## src/rtl/ocs_sync_rx.sv

```systemverilog
// rtl/ocs_sync_rx.sv - slot-sync frame receiver: parses sync frames from RX AXI-Stream
// and runs the local slot timer with loss-of-lock detection.
module ocs_sync_rx #(
  parameter logic [15:0] P_ETH_TYPE   = 16'h88B5,
  parameter logic [7:0]  P_SYNC_TYPE  = 8'h01,
  parameter int          P_SLOT_NUM   = 8,
  parameter int          P_LOSS_SLOTS = 4
) (
  input  logic        i_clk,
  input  logic        i_rst,
  input  logic        i_rx_axis_tvalid,
  input  logic [63:0] i_rx_axis_tdata,
  input  logic        i_rx_axis_tlast,
  input  logic [7:0]  i_rx_axis_tkeep,
  input  logic        i_rx_axis_tuser,
  output logic        o_sync_valid,
  output logic [7:0]  o_slot_id,
  output logic [31:0] o_slot_len,
  output logic [15:0] o_guard_len,
  output logic        o_slot_active,
  output logic        o_guard,
  output logic        o_locked,
  output logic [15:0] o_err_cnt
);
  localparam logic [7:0] LP_SLOT_NUM = 8'(P_SLOT_NUM);
  localparam logic [7:0] LP_LOSS     = 8'(P_LOSS_SLOTS);

  typedef enum logic [1:0] {S_IDLE, S_BEAT1, S_BEAT2, S_TAIL} state_t;

  state_t      state_q, state_d;
  logic        armed_q, armed_d;
  logic [15:0] eth_q, eth_d;
  logic [7:0]  typ_q, typ_d;
  logic [7:0]  fid_q, fid_d;
  logic [31:0] flen_q, flen_d;
  logic [15:0] fguard_q, fguard_d;
  logic [31:0] timer_q, timer_d;
  logic [7:0]  loss_q, loss_d;
  logic        sync_valid_q, sync_valid_d;
  logic [7:0]  slot_id_q, slot_id_d;
  logic [31:0] slot_len_q, slot_len_d;
  logic [15:0] guard_len_q, guard_len_d;
  logic        active_q, active_d;
  logic        guard_q, guard_d;
  logic        locked_q, locked_d;
  logic [15:0] err_cnt_q, err_cnt_d;

  logic        frame_end, reached, fields_ok, commit, reject;
  logic [31:0] cur_len;
  logic [15:0] cur_guard;
  logic        unused_ok;

  assign unused_ok = ^{i_rx_axis_tkeep, i_rx_axis_tdata[63:48]};

  always_comb begin
    state_d     = state_q;
    armed_d     = armed_q;
    eth_d       = eth_q;
    typ_d       = typ_q;
    fid_d       = fid_q;
    flen_d      = flen_q;
    fguard_d    = fguard_q;
    frame_end   = 1'b0;
    reached     = 1'b0;
    cur_len     = flen_q;
    cur_guard   = fguard_q;
    case (state_q)
      S_IDLE: begin
        if (i_rx_axis_tvalid) begin
          if (i_rx_axis_tlast) frame_end = 1'b1;
          else                 state_d   = S_BEAT1;
        end
      end
      S_BEAT1: begin
        if (i_rx_axis_tvalid) begin
          eth_d = {i_rx_axis_tdata[39:32], i_rx_axis_tdata[47:40]};
          typ_d = i_rx_axis_tdata[55:48];
          fid_d = i_rx_axis_tdata[63:56];
          if (i_rx_axis_tlast) begin
            frame_end = 1'b1;
            state_d   = S_IDLE;
          end else begin
            state_d = S_BEAT2;
          end
        end
      end
      S_BEAT2: begin
        if (i_rx_axis_tvalid) begin
          cur_len   = {i_rx_axis_tdata[7:0], i_rx_axis_tdata[15:8],
                       i_rx_axis_tdata[23:16], i_rx_axis_tdata[31:24]};
          cur_guard = {i_rx_axis_tdata[39:32], i_rx_axis_tdata[47:40]};
          flen_d    = cur_len;
          fguard_d  = cur_guard;
          reached   = 1'b1;
          if (i_rx_axis_tlast) begin
            frame_end = 1'b1;
            state_d   = S_IDLE;
          end else begin
            armed_d = 1'b1;
            state_d = S_TAIL;
          end
        end
      end
      default: begin
        // An unarmed TAIL is the post-reset resync: its tlast is dropped silently.
        if (i_rx_axis_tvalid && i_rx_axis_tlast) begin
          frame_end = armed_q;
          reached   = armed_q;
          armed_d   = 1'b0;
          state_d   = S_IDLE;
        end
      end
    endcase

    fields_ok = !i_rx_axis_tuser && (eth_d == P_ETH_TYPE) && (typ_d == P_SYNC_TYPE) &&
                (fid_d < LP_SLOT_NUM) && (cur_guard != 16'd0) &&
                (cur_len > {16'd0, cur_guard});
    commit = frame_end && reached && fields_ok;
    reject = frame_end && !commit;

    sync_valid_d = commit;
    slot_id_d    = slot_id_q;
    slot_len_d   = slot_len_q;
    guard_len_d  = guard_len_q;
    timer_d      = timer_q;
    loss_d       = loss_q;
    locked_d     = locked_q;
    if (commit) begin
      slot_id_d   = fid_d;
      slot_len_d  = cur_len;
      guard_len_d = cur_guard;
      timer_d     = 32'd0;
      loss_d      = 8'd0;
      locked_d    = 1'b1;
    end else if (locked_q) begin
      if (timer_q == slot_len_q - 32'd1) begin
        timer_d   = 32'd0;
        slot_id_d = (slot_id_q == LP_SLOT_NUM - 8'd1) ? 8'd0 : slot_id_q + 8'd1;
        loss_d    = loss_q + 8'd1;
        if (loss_q + 8'd1 == LP_LOSS) locked_d = 1'b0;
      end else begin
        timer_d = timer_q + 32'd1;
      end
    end
    active_d = locked_d && (timer_d < slot_len_d - {16'd0, guard_len_d});
    guard_d  = locked_d && !active_d;

    err_cnt_d = err_cnt_q;
    if (reject && err_cnt_q != 16'hFFFF) err_cnt_d = err_cnt_q + 16'd1;
  end

  always_ff @(posedge i_clk or posedge i_rst) begin
    if (i_rst) begin
      state_q      <= S_TAIL;
      armed_q      <= 1'b0;
      eth_q        <= 16'd0;
      typ_q        <= 8'd0;
      fid_q        <= 8'd0;
      flen_q       <= 32'd0;
      fguard_q     <= 16'd0;
      timer_q      <= 32'd0;
      loss_q       <= 8'd0;
      sync_valid_q <= 1'b0;
      slot_id_q    <= 8'd0;
      slot_len_q   <= 32'd0;
      guard_len_q  <= 16'd0;
      active_q     <= 1'b0;
      guard_q      <= 1'b0;
      locked_q     <= 1'b0;
      err_cnt_q    <= 16'd0;
    end else begin
      state_q      <= state_d;
      armed_q      <= armed_d;
      eth_q        <= eth_d;
      typ_q        <= typ_d;
      fid_q        <= fid_d;
      flen_q       <= flen_d;
      fguard_q     <= fguard_d;
      timer_q      <= timer_d;
      loss_q       <= loss_d;
      sync_valid_q <= sync_valid_d;
      slot_id_q    <= slot_id_d;
      slot_len_q   <= slot_len_d;
      guard_len_q  <= guard_len_d;
      active_q     <= active_d;
      guard_q      <= guard_d;
      locked_q     <= locked_d;
      err_cnt_q    <= err_cnt_d;
    end
  end

  assign o_sync_valid  = sync_valid_q;
  assign o_slot_id     = slot_id_q;
  assign o_slot_len    = slot_len_q;
  assign o_guard_len   = guard_len_q;
  assign o_slot_active = active_q;
  assign o_guard       = guard_q;
  assign o_locked      = locked_q;
  assign o_err_cnt     = err_cnt_q;
endmodule

```

## config.mk

```make
export PLATFORM = sky130hd
export DESIGN_NAME = ocs_sync_rx
export DESIGN_NICKNAME = d
export VERILOG_FILES = /design/src/rtl/ocs_sync_rx.sv
export SDC_FILE = /design/constraint.sdc
export NUM_CORES = 1
export LEC_CHECK = 0
export BUFFER_PORTS_ARGS = -buffer_cell sky130_fd_sc_hd__buf_2
export CAP_MARGIN = 10
export CORE_MARGIN = 8
export CORE_UTILIZATION = 53
export DETAILED_ROUTE_END_ITERATION = 12
export PLACE_DENSITY = 0.77
export RECOVER_POWER = 25
export SLEW_MARGIN = 10
export SYNTH_ARGS = -nofsm -noshare
export SYNTH_HDL_FRONTEND = slang
export SYNTH_SLANG_ARGS = --single-unit
```

## constraint.sdc

```tcl
create_clock -name i_clk -period 8.27 [get_ports i_clk]
set_clock_uncertainty 0.15 [all_clocks]
set_input_delay 0.4135 -clock i_clk [delete_from_list [all_inputs] [get_ports i_clk]]
set_output_delay 0.4135 -clock i_clk [all_outputs]
set_load 0.02 [all_outputs]
```

==> results of run 1 <==
## repair_timing
| action | CTS | global route |
|---|---|---|
| hold endpoints to repair | 1 | 0 |
| setup endpoints to repair | 2 | 2 |
| gates resized for setup | 3 | 19 |
| hold buffers | 1 | 0 |
| buffers inserted | 0 | 5 |
| pin swaps | 1 | 3 |
| gates cloned | 0 | 1 |
## flip-flops by register name (all words and copies together) (netlist names)
name           flops
flen_q            32
o_slot_len        32
timer_q           32
eth_q             16
fguard_q          16
o_err_cnt         16
o_guard_len       16
fid_q              8
loss_q             8
o_slot_id          8
typ_q              8
state_q            2
armed_q            1
o_guard            1
o_locked           1
o_slot_active      1
o_sync_valid       1
## final cells by class
class / instances / share of cell area, %
timing repair buffer: 174 / 6.990
clock inverter: 15 / 1.386
inverter: 58 / 1.545
multi-input combinational: 1102 / 49.42
tap: 285 / 2.515
clock buffer: 17 / 3.001
sequential: 199 / 35.15
## metal layers
metal	up-vias	share of wire [%]	global-route usage [%]
met3	67	7.4	5.262
li1	5227	-	-
met5	-	0	0
met4	0	2.5	7.842
met1	5411	43	32.42
met2	453	47	41.11
## worst max-delay path: cells and delay by family (launching register included)
kind | cells | cell delay [ps]
flops | 1 | 600
compound gates | 10 | 2060
xor+xnor | 1 | 130
buf+inv | 4 | 740
fa+ha+maj | 3 | 920
simple gates | 15 | 3190
## report_power, final
part           total, mW  switching (mW)  internal [mW]
logic              0.638           0.399          0.239
clock network      0.870           0.453          0.417
registers           1.28           0.123           1.16
## cells by family after synthesis
kind of cell    Yosys count
compound gates          189
simple gates            690
fa+ha+maj                70
flops                   199
mux                      35
xor+xnor                118
buf+inv                 110
## cell usage in the layout, fill, tap and decap left out, types with 14 or more instances in the layout
cell type	Yosys	final
nor4_1	20	20
or4_1	25	25
a21o_1	15	15
o21ai_0	37	36
inv_1	58	57
nor2_1	98	96
nor3_1	34	34
xnor2_1	55	55
xor2_1	63	63
nand2_1	326	326
buf_4	0	26
nand3_1	36	34
dfrtp_1	197	197
ha_1	69	69
nand4_1	41	41
clkbuf_16	0	18
a21oi_1	56	55
mux2i_1	30	29
nor4b_1	14	14
buf_2	5	144
## stage by stage
stage | hold slack [ps] | setup slack (ps)
4_1_cts | 12.85 | 47.55
2_1_floorplan | 287.6 | 51.93
3_5_place_dp | 320.9 | 68.17
5_1_grt | 19.84 | 60.17
6_report | 30.22 | 369.8
3_3_place_gp | 298.6 | 288.9
## worst paths after layout
check,cells past startpoint,slack [ps],startpoint,end
setup / recovery,33,370,state_q[1]$_DFFE_PP1P_,o_slot_active$_DFF_PP0_
hold / removal,3,30,i_rx_axis_tdata[52],typ_q[4]$_DFF_PP0_
hold reg to reg,2,340,fid_q[2]$_DFF_PP0_,fid_q[2]$_DFF_PP0_
setup reg to reg,33,370,state_q[1]$_DFFE_PP1P_,o_slot_active$_DFF_PP0_
min in group asynchronous,2,1450,i_rst,flen_q[6]$_DFF_PP0_
max in group asynchronous,3,3910,i_rst,flen_q[25]$_DFF_PP0_
==> flow_metrics.py, run 1 <==
metrics = {
    "timing": {
        "fin_crit_sh_pct": 95.53,
        "rsz0062_at_grt": "no",
        "tightestPinTransition_ps": 5358,
        "period_needed_ps": 7900,
        "fin_tns_setup_ps": 0,
        "max_slew_margin_pct": -259.2,
        "finalHoldViolations": 0,
        "finalMaxSlewViolations": 121,
        "fmax_mhz": 126.6,
        "setup_violations": 0,
    },
    "run_status": {
        "status": "complete, but fails checks",
        "violations": "capacitance limit, slew limit",
    },
    "cells_and_area": {
        "final_cells": 1850,
        "fillers": 1909,
        "postLayoutCellArea_sq_um": 14180,
        "final_nets": 1699,
        "multi_input_area_sq_um": 7005,
        "fin_util_pct": 62.42,
        "antenna_cells": 0,
        "seq_area_sq_um": 4982,
        "area_delta_synth_final_pct": 15.29,
        "drive_gt1_share_pct": 15.72,
    },
    "clock_tree": {
        "clockBufferDepth": 2,
        "cts.sinks": 199,
        "cts_tree": "built",
        "htreeDepth": 4,
        "cts-root-buf": "clkbuf_16",
        "clkSlewWorstSetupHoldPaths_ps": 90,
        "numCtsBuffers": 17,
        "clk_latency_ps": 450,
    },
    "route": {
        "vias": 11160,
        "drc": 0,
        "drt_iter0_drc": 989,
        "via_per_inst": 6.031,
        "wire_per_inst_um": 19.16,
        "ant_nets": 0,
        "firstDrtPassIters": 5,
        "routed_wl_um": 35450,
    },
    "grt": {
        "grt_antenna_before_repair": 0,
        "grt_pass1_wl_um": 57120,
        "overflow": 0,
        "grt_pass1_vias": 11010,
        "grt_max_degree": 121,
        "track_usage_pct": 24.96,
    },
    "synthesis": {
        "synth_simple_gate_area_share_pct": 27.37,
        "async_flop_share_pct": 100.0,
        "synth.avg_cell_area_sq_um": 8.714,
        "netlist.area_leader.share_pct": 40.09,
        "syn_area_sq_um": 12300,
        "synth_commonest_cells": "nand2_1 (326), dfrtp_1 (197), nor2_1 (98)",
        "synth_ff_type": "dfrtp_1",
        "synth_xor_xnor_area_share_pct": 8.405,
        "synth_edf_count": 0,
        "yosys_warnings": 0,
        "synth_top_family_by_area": "simple AND/OR/NAND/NOR gates",
        "synth_cell_types": 72,
        "ys_top_cells_by_area": "dfrtp_1 (40%), nand2_1 (10%), ha_1 (7.0%)",
        "syn_inst": 1411,
        "ys_seq_elements": 199,
        "syn_nets": 1558,
        "synthAdderAreaFrac_pct": 7.184,
        "synth.area.mux_share_pct": 2.900,
        "synth-compound-area-share_pct": 10.02,
        "yosysMostFrequentCell": "nand2_1",
        "synth.yosys.seq_area_share_pct": 40.52,
        "netlist.top_cell.by_area": "dfrtp_1",
    },
    "place": {
        "dpl-instance-area_sq_um": 13380,
        "portBuffers": 144,
        "place_inst": 1811,
        "dp_hpwl_um": 26410,
        "routabilityCongestion": 0.9245,
    },
    "critical_path": {
        "cp-start-kind": "flop",
        "worstPathArrival_ps": 8100,
        "crit_required_ps": 8470,
        "slowest_stage": "or4b_2",
        "path_class": "reg2reg",
        "cp-end-kind": "flop",
        "crit_path_max_fanout": 17,
        "slowest_delay_ps": 660,
    },
    "floorplanning": {
        "start_util_pct": 54.14,
        "die_x_um": 168.3,
        "num_rows": 55,
        "io-pin-count": 153,
        "die_h_um": 168.3,
        "core-area_sq_um": 22710,
        "die-area_sq_um": 28330,
    },
    "pwr": {
        "finalPower_mw": 2.788,
        "max-vdd-ir-drop_mv": 0.1755,
        "power_density_nw_per_um2": 196.7,
        "power.leakage_nw": 7.361,
    },
    "flow_run": {
        "cap_viol_max_count": 1,
    },
    "hold_path": {
        "hold_path_class": "in2reg",
    },
}
No activity file was read; power rests on OpenSTA's default activity.
==> run 2: changes to the inputs <==
--- a/config.mk
+++ b/config.mk
@@ -8,10 +8,10 @@
 export BUFFER_PORTS_ARGS = -buffer_cell sky130_fd_sc_hd__buf_2
 export CAP_MARGIN = 10
 export CORE_MARGIN = 8
-export CORE_UTILIZATION = 53
+export CORE_UTILIZATION = 30
 export DETAILED_ROUTE_END_ITERATION = 12
-export PLACE_DENSITY = 0.77
 export RECOVER_POWER = 25
+export SKIP_LAST_GASP = 1
 export SLEW_MARGIN = 10
 export SYNTH_ARGS = -nofsm -noshare
 export SYNTH_HDL_FRONTEND = slang
==> run 2 against run 1 <==
The flow still finishes with violations (capacitance limit, slew limit). Combinational power grew 0.8%. Worst setup slack lost 16 ps. Count of clock-buffer cells in the layout is the same. Register-to-register slack lost 20 ps. Non-clock buffer count grew 51. Via count shrank 1.3%. Critical path type unchanged. Critical endpoint unchanged.
==> flow_metrics.py, run 2 (synthesis results as in run 1) <==
metrics = {
    "clock_tree": {
        "numCtsBuffers": 17,
        "cts.sinks": 199,
        "clkSlewWorstSetupHoldPaths_ps": 90,
        "htreeDepth": 4,
        "clockBufferDepth": 2,
        "cts_hold_buffers": 0,
        "cts-root-buf": "clkbuf_16",
        "cts_tree": "built",
        "clk_latency_ps": 450,
    },
    "floorplanning": {
        "die-area_sq_um": 47720,
        "num_rows": 74,
        "die_x_um": 218.4,
        "die_h_um": 218.4,
        "io-pin-count": 153,
        "start_util_pct": 30.25,
        "core-area_sq_um": 40650,
    },
    "cells_and_area": {
        "antenna_cells": 0,
        "area_delta_synth_final_pct": 21.08,
        "drive_gt1_share_pct": 18.56,
        "fin_util_pct": 36.63,
        "final_cell_mix": "nand2_1 (326), dfrtp_1 (197), buf_2 (144)",
        "multi_input_area_sq_um": 6988,
        "seq_area_sq_um": 4982,
        "final_nets": 1750,
        "final_common_cell": "nand2_1",
        "final_cells": 2148,
        "fillers": 4188,
    },
    "route": {
        "drc": 0,
        "firstDrtPassIters": 5,
        "vias": 11010,
        "drt_iter0_drc": 873,
        "wire_per_inst_um": 18.02,
        "ant_nets": 0,
        "routed_wl_um": 38700,
        "via_per_inst": 5.127,
    },
    "timing": {
        "fmax_mhz": 126.3,
        "period_needed_ps": 7916,
        "finalMaxSlewViolations": 128,
        "setup_violations": 0,
        "finalHoldViolations": 0,
        "max_slew_margin_pct": -281.7,
        "worst_hold_slack_ps": 12.39,
        "fin_tns_setup_ps": 0,
        "tightestPinTransition_ps": 5694,
        "fin_crit_sh_pct": 95.72,
    },
    "critical_path": {
        "cpMostUsedCell": "buf_4",
        "crit_family": "compound AO/OA/AOI/OAI gates",
        "worstPathArrival_ps": 8160,
        "slowest_stage": "or4b_2",
        "path_class": "reg2reg",
        "cp-end-kind": "flop",
        "crit_path_max_fanout": 15,
        "crit_required_ps": 8520,
        "path_buf_inv": 8,
        "slowest_delay_ps": 640,
        "cp-start-kind": "flop",
    },
    "grt": {
        "grt_antenna_before_repair": 1,
        "grt_max_degree": 128,
        "overflow": 0,
        "grt_pass1_wl_um": 60400,
        "track_usage_pct": 16.00,
        "grt_pass1_vias": 10870,
    },
    "place": {
        "dp_hpwl_um": 29930,
        "place_inst": 2108,
        "portBuffers": 144,
        "routabilityCongestion": 0.8865,
    },
    "pwr": {
        "power_density_nw_per_um2": 191.7,
        "max-vdd-ir-drop_mv": 0.1351,
        "power.leakage_nw": 7.595,
        "finalPower_mw": 2.854,
    },
    "run_status": {
        "violations": "capacitance limit, slew limit",
        "status": "complete, but fails checks",
    },
    "flow_run": {
        "cap_viol_max_count": 1,
    },
    "hold_path": {
        "hold_path_class": "in2reg",
    },
}
run 2: cell types whose count changed in the layout (fill, tap and decap cells not counted), sizes merged:
cell,before,now
buf,172,223
bufinv,0,3
dlygate4sd3,1,0
clkinvlp,1,3
clkinv,7,2
clkbuf,18,19
run 2: area by class of cell:
| class | count | share of cell area (%) |
|---|---|---|
| clock inverters | 15 | 1.471 |
| repair buffers | 225 | 9.303 |
| multi-input cells | 1102 | 46.94 |
| clock buffers | 17 | 2.857 |
| well taps | 532 | 4.471 |
| flip-flops and latches | 199 | 33.47 |
| inverters | 58 | 1.496 |
run 2: worst reg2reg max path, delay by kind of cell (launching register included):
| kind | cells | cell delay [ps] |
|---|---|---|
| AOI/OAI and AO/OA | 13 | 2700 |
| and+or+nand+nor | 12 | 2070 |
| buffers and inverters | 8 | 1330 |
| adders and majority gates | 3 | 810 |
| DFF | 1 | 600 |
| xor gates and xnor gates | 1 | 190 |
run 2: report_power, final:
group	switching (mW)	total [mW]	leakage, nW	internal, mW
Clock	0.437	0.932	0.313	0.496
Combinational	0.390	0.643	4.75	0.253
Sequential	0.122	1.28	2.54	1.16
run 2: final timing paths:
check	from	endpoint	slack [ps]	cells past startpoint
max	state_q[1]$_DFFE_PP1P_	o_slot_active$_DFF_PP0_	350	37
min	i_rx_axis_tlast	state_q[1]$_DFFE_PP1P_	10	2
max reg2reg	state_q[1]$_DFFE_PP1P_	o_slot_active$_DFF_PP0_	350	37
min reg2reg	fid_q[1]$_DFF_PP0_	fid_q[1]$_DFF_PP0_	330	2
max in group asynchronous	i_rst	o_slot_len[20]$_DFF_PP0_	3650	3
min in group asynchronous	i_rst	flen_q[4]$_DFF_PP0_	1590	2
run 2: metrics by stage:
| stage | setup WS [ps] | instance area, sq um |
|---|---|---|
| floorplan | 51.93 | 12320 |
| global placement | 269.9 | 14070 |
| detailed placement | 182.4 | 14070 |
| CTS | 133.6 | 14710 |
| global route | -7.419 | 14890 |
| finish | 353.6 | 14890 |
run 2: routing by layer:
metal	part of all wire [%]	global-route usage, %	up-vias
met5	0.036	0	-
met4	1.5	4.120	2
met2	46	25.75	274
met3	5.7	3.830	41
li1	-	-	5327
met1	47	21.33	5368
run 2: timing repair:
action                                  CTS  global route
endpoints found under the setup margin    0             2
gates resized for setup                   0            25
setup buffers                             0             7
==> run 3: changes to the inputs <==
==> constraint.sdc (replaced) <==
create_clock -name i_clk -period 7.2 [get_ports i_clk]
set_clock_uncertainty 0.15 [all_clocks]
set_input_delay 0.36 -clock i_clk [delete_from_list [all_inputs] [get_ports i_clk]]
set_output_delay 0.36 -clock i_clk [all_outputs]
set_load 0.02 [all_outputs]
==> run 3 against run 2 <==
The flow finishes with violations (capacitance limit, slew limit, setup timing). Maximum frequency increased by 7.2%. Clock power is 7.2% higher. Sequential share of layout area is 1.6 points lower. Non-clock buffer count is 54 higher. Cell count is 2.5% higher. Global-route usage rose by 0.46 points. Register-to-register slack worse by 540 ps. Total power grew 17%. Critical path depth is 3 lower. Largest cell class unchanged. Critical endpoint unchanged.
==> flow_metrics.py, run 3 (synthesis results as in run 1) <==
metrics = {
    "place": {
        "dpl-instance-area_sq_um": 14380,
        "dp_hpwl_um": 30310,
        "portBuffers": 144,
        "routabilityCongestion": 0.8756,
    },
    "clock_tree": {
        "cts.sinks": 199,
        "cts_tree": "built",
        "cts-root-buf": "clkbuf_16",
        "numCtsBuffers": 17,
        "clockBufferDepth": 2,
        "clkSlewWorstSetupHoldPaths_ps": 70,
        "clk_latency_ps": 440,
        "htreeDepth": 4,
    },
    "pwr": {
        "max-vdd-ir-drop_mv": 0.1871,
        "power.leakage_nw": 7.901,
        "power_density_nw_per_um2": 213.8,
    },
    "run_status": {
        "violations": "capacitance limit, slew limit, setup timing",
        "status": "complete, but fails checks",
    },
    "route": {
        "via_per_inst": 5.118,
        "vias": 11270,
        "drt_iter0_drc": 853,
        "wire_per_inst_um": 18.04,
        "drc": 0,
        "routed_wl_um": 39720,
        "ant_nets": 0,
        "firstDrtPassIters": 8,
    },
    "critical_path": {
        "cp-start-kind": "flop",
        "crit_path_max_fanout": 6,
        "cp-end-kind": "flop",
        "crit_family": "compound AO/OA/AOI/OAI gates",
        "crit_required_ps": 7380,
        "path_buf_inv": 5,
        "slowest_stage": "dfstp_2",
        "slowest_delay_ps": 530,
        "worstPathArrival_ps": 7560,
        "cpMostUsedCell": "nor2_2",
        "reg2regPathDepth": 34,
        "path_class": "reg2reg",
        "worst-path-stages": 34,
    },
    "timing": {
        "worst_slack_ps": -182.2,
        "fin_crit_sh_pct": 102.5,
        "setup_violations": 2,
        "fin_tns_setup_ps": -284.0,
        "max_slew_margin_pct": -211.7,
        "period_needed_ps": 7382,
        "tightestPinTransition_ps": 4675,
        "fmax_mhz": 135.5,
        "finalHoldViolations": 0,
        "rsz0062_at_grt": "yes",
        "finalMaxSlewViolations": 123,
        "worst_hold_slack_ps": 31.91,
    },
    "grt": {
        "grt_pass1_vias": 11120,
        "overflow": 0,
        "grt_max_degree": 123,
        "grt_pass1_wl_um": 62660,
        "grt_antenna_before_repair": 0,
        "track_usage_pct": 16.46,
    },
    "cells_and_area": {
        "final_common_cell": "nand2_1",
        "antenna_cells": 0,
        "postLayoutCellArea_sq_um": 15630,
        "final_nets": 1804,
        "drive_gt1_share_pct": 22.04,
        "area_delta_synth_final_pct": 27.09,
        "final_cell_mix": "nand2_1 (320), dfrtp_1 (197), buf_2 (145)",
    },
    "floorplanning": {
        "die_x_um": 218.4,
        "core-area_sq_um": 40650,
        "die_h_um": 218.4,
        "start_util_pct": 30.25,
        "io-pin-count": 153,
        "num_rows": 74,
        "die-area_sq_um": 47720,
    },
    "hold_path": {
        "holdPathStages": 3,
        "hold_path_class": "in2reg",
    },
    "flow_run": {
        "cap_viol_max_count": 1,
    },
}
[run 3: worst paths after layout]
path / from / endpoint / slack [ps]
worst max register to register: state_q[0]$_DFFE_PP1P_ / o_slot_active$_DFF_PP0_ / -180
worst min-delay path: i_rx_axis_tdata[2] / flen_q[26]$_DFF_PP0_ / 30
max in group asynchronous: i_rst / flen_q[22]$_DFF_PP0_ / 1910
worst min register to register: fid_q[1]$_DFF_PP0_ / fid_q[1]$_DFF_PP0_ / 330
min in group asynchronous: i_rst / o_err_cnt[1]$_DFFE_PP0P_ / 2090
worst max-delay path: state_q[0]$_DFFE_PP1P_ / o_slot_active$_DFF_PP0_ / -180
[run 3: layout make-up]
cell class              instances  area [sq um]
fillers                      4036         25020
multi-input cells            1102          7267
well taps                     532         665.6
clock buffers                  18         429.2
repair buffers                279          1896
inverters                      58         221.5
flip-flops and latches        199          4982
clock inverters                14         165.2
[run 3: repair_timing]
| action | 4_1_cts | 5_1_grt |
|---|---|---|
| cloned | 2 | 2 |
| setup endpoints to repair | 2 | 2 |
| gates resized for setup | 27 | 39 |
| hold buffers | 19 | 0 |
| endpoints found under the hold margin | 51 | 0 |
| pin swaps | 9 | 29 |
| buffers inserted | 9 | 6 |
[run 3: tightest hold or removal path, cell delays in order]
cell and delay, ps:
buf_2 100, nand2_1 40, nand2_1 70
[run 3: per-layer routing]
metal / global-route usage, % / up-vias / wire length, um
li1: - / 5437 / -
met1: 22.63 / 5494 / 18420
met2: 26.34 / 300 / 18390
met3: 3.415 / 39 / 2331
met4: 3.583 / 0 / 573
met5: 0 / - / 0
[run 3: stage by stage]
stage	instances	setup WS [ps]	power [mW]	utilization (%)
finish	2202	-182.2	3.341	38.44
floorplan	1411	-133.8	1.950	-
CTS	2194	-19.80	3.296	37.76
detailed placement	2132	-126.6	2.267	35.37
global placement	2132	-58.46	2.243	35.37
global route	2202	-476.1	3.524	38.44
[run 3: where the power goes]
part / switching (mW) / leakage, nW / internal [mW]
clock network: 0.474 / 0.295 / 0.525
registers: 0.144 / 2.54 / 1.33
logic: 0.495 / 5.07 / 0.375
total: 1.11 / 7.90 / 2.23
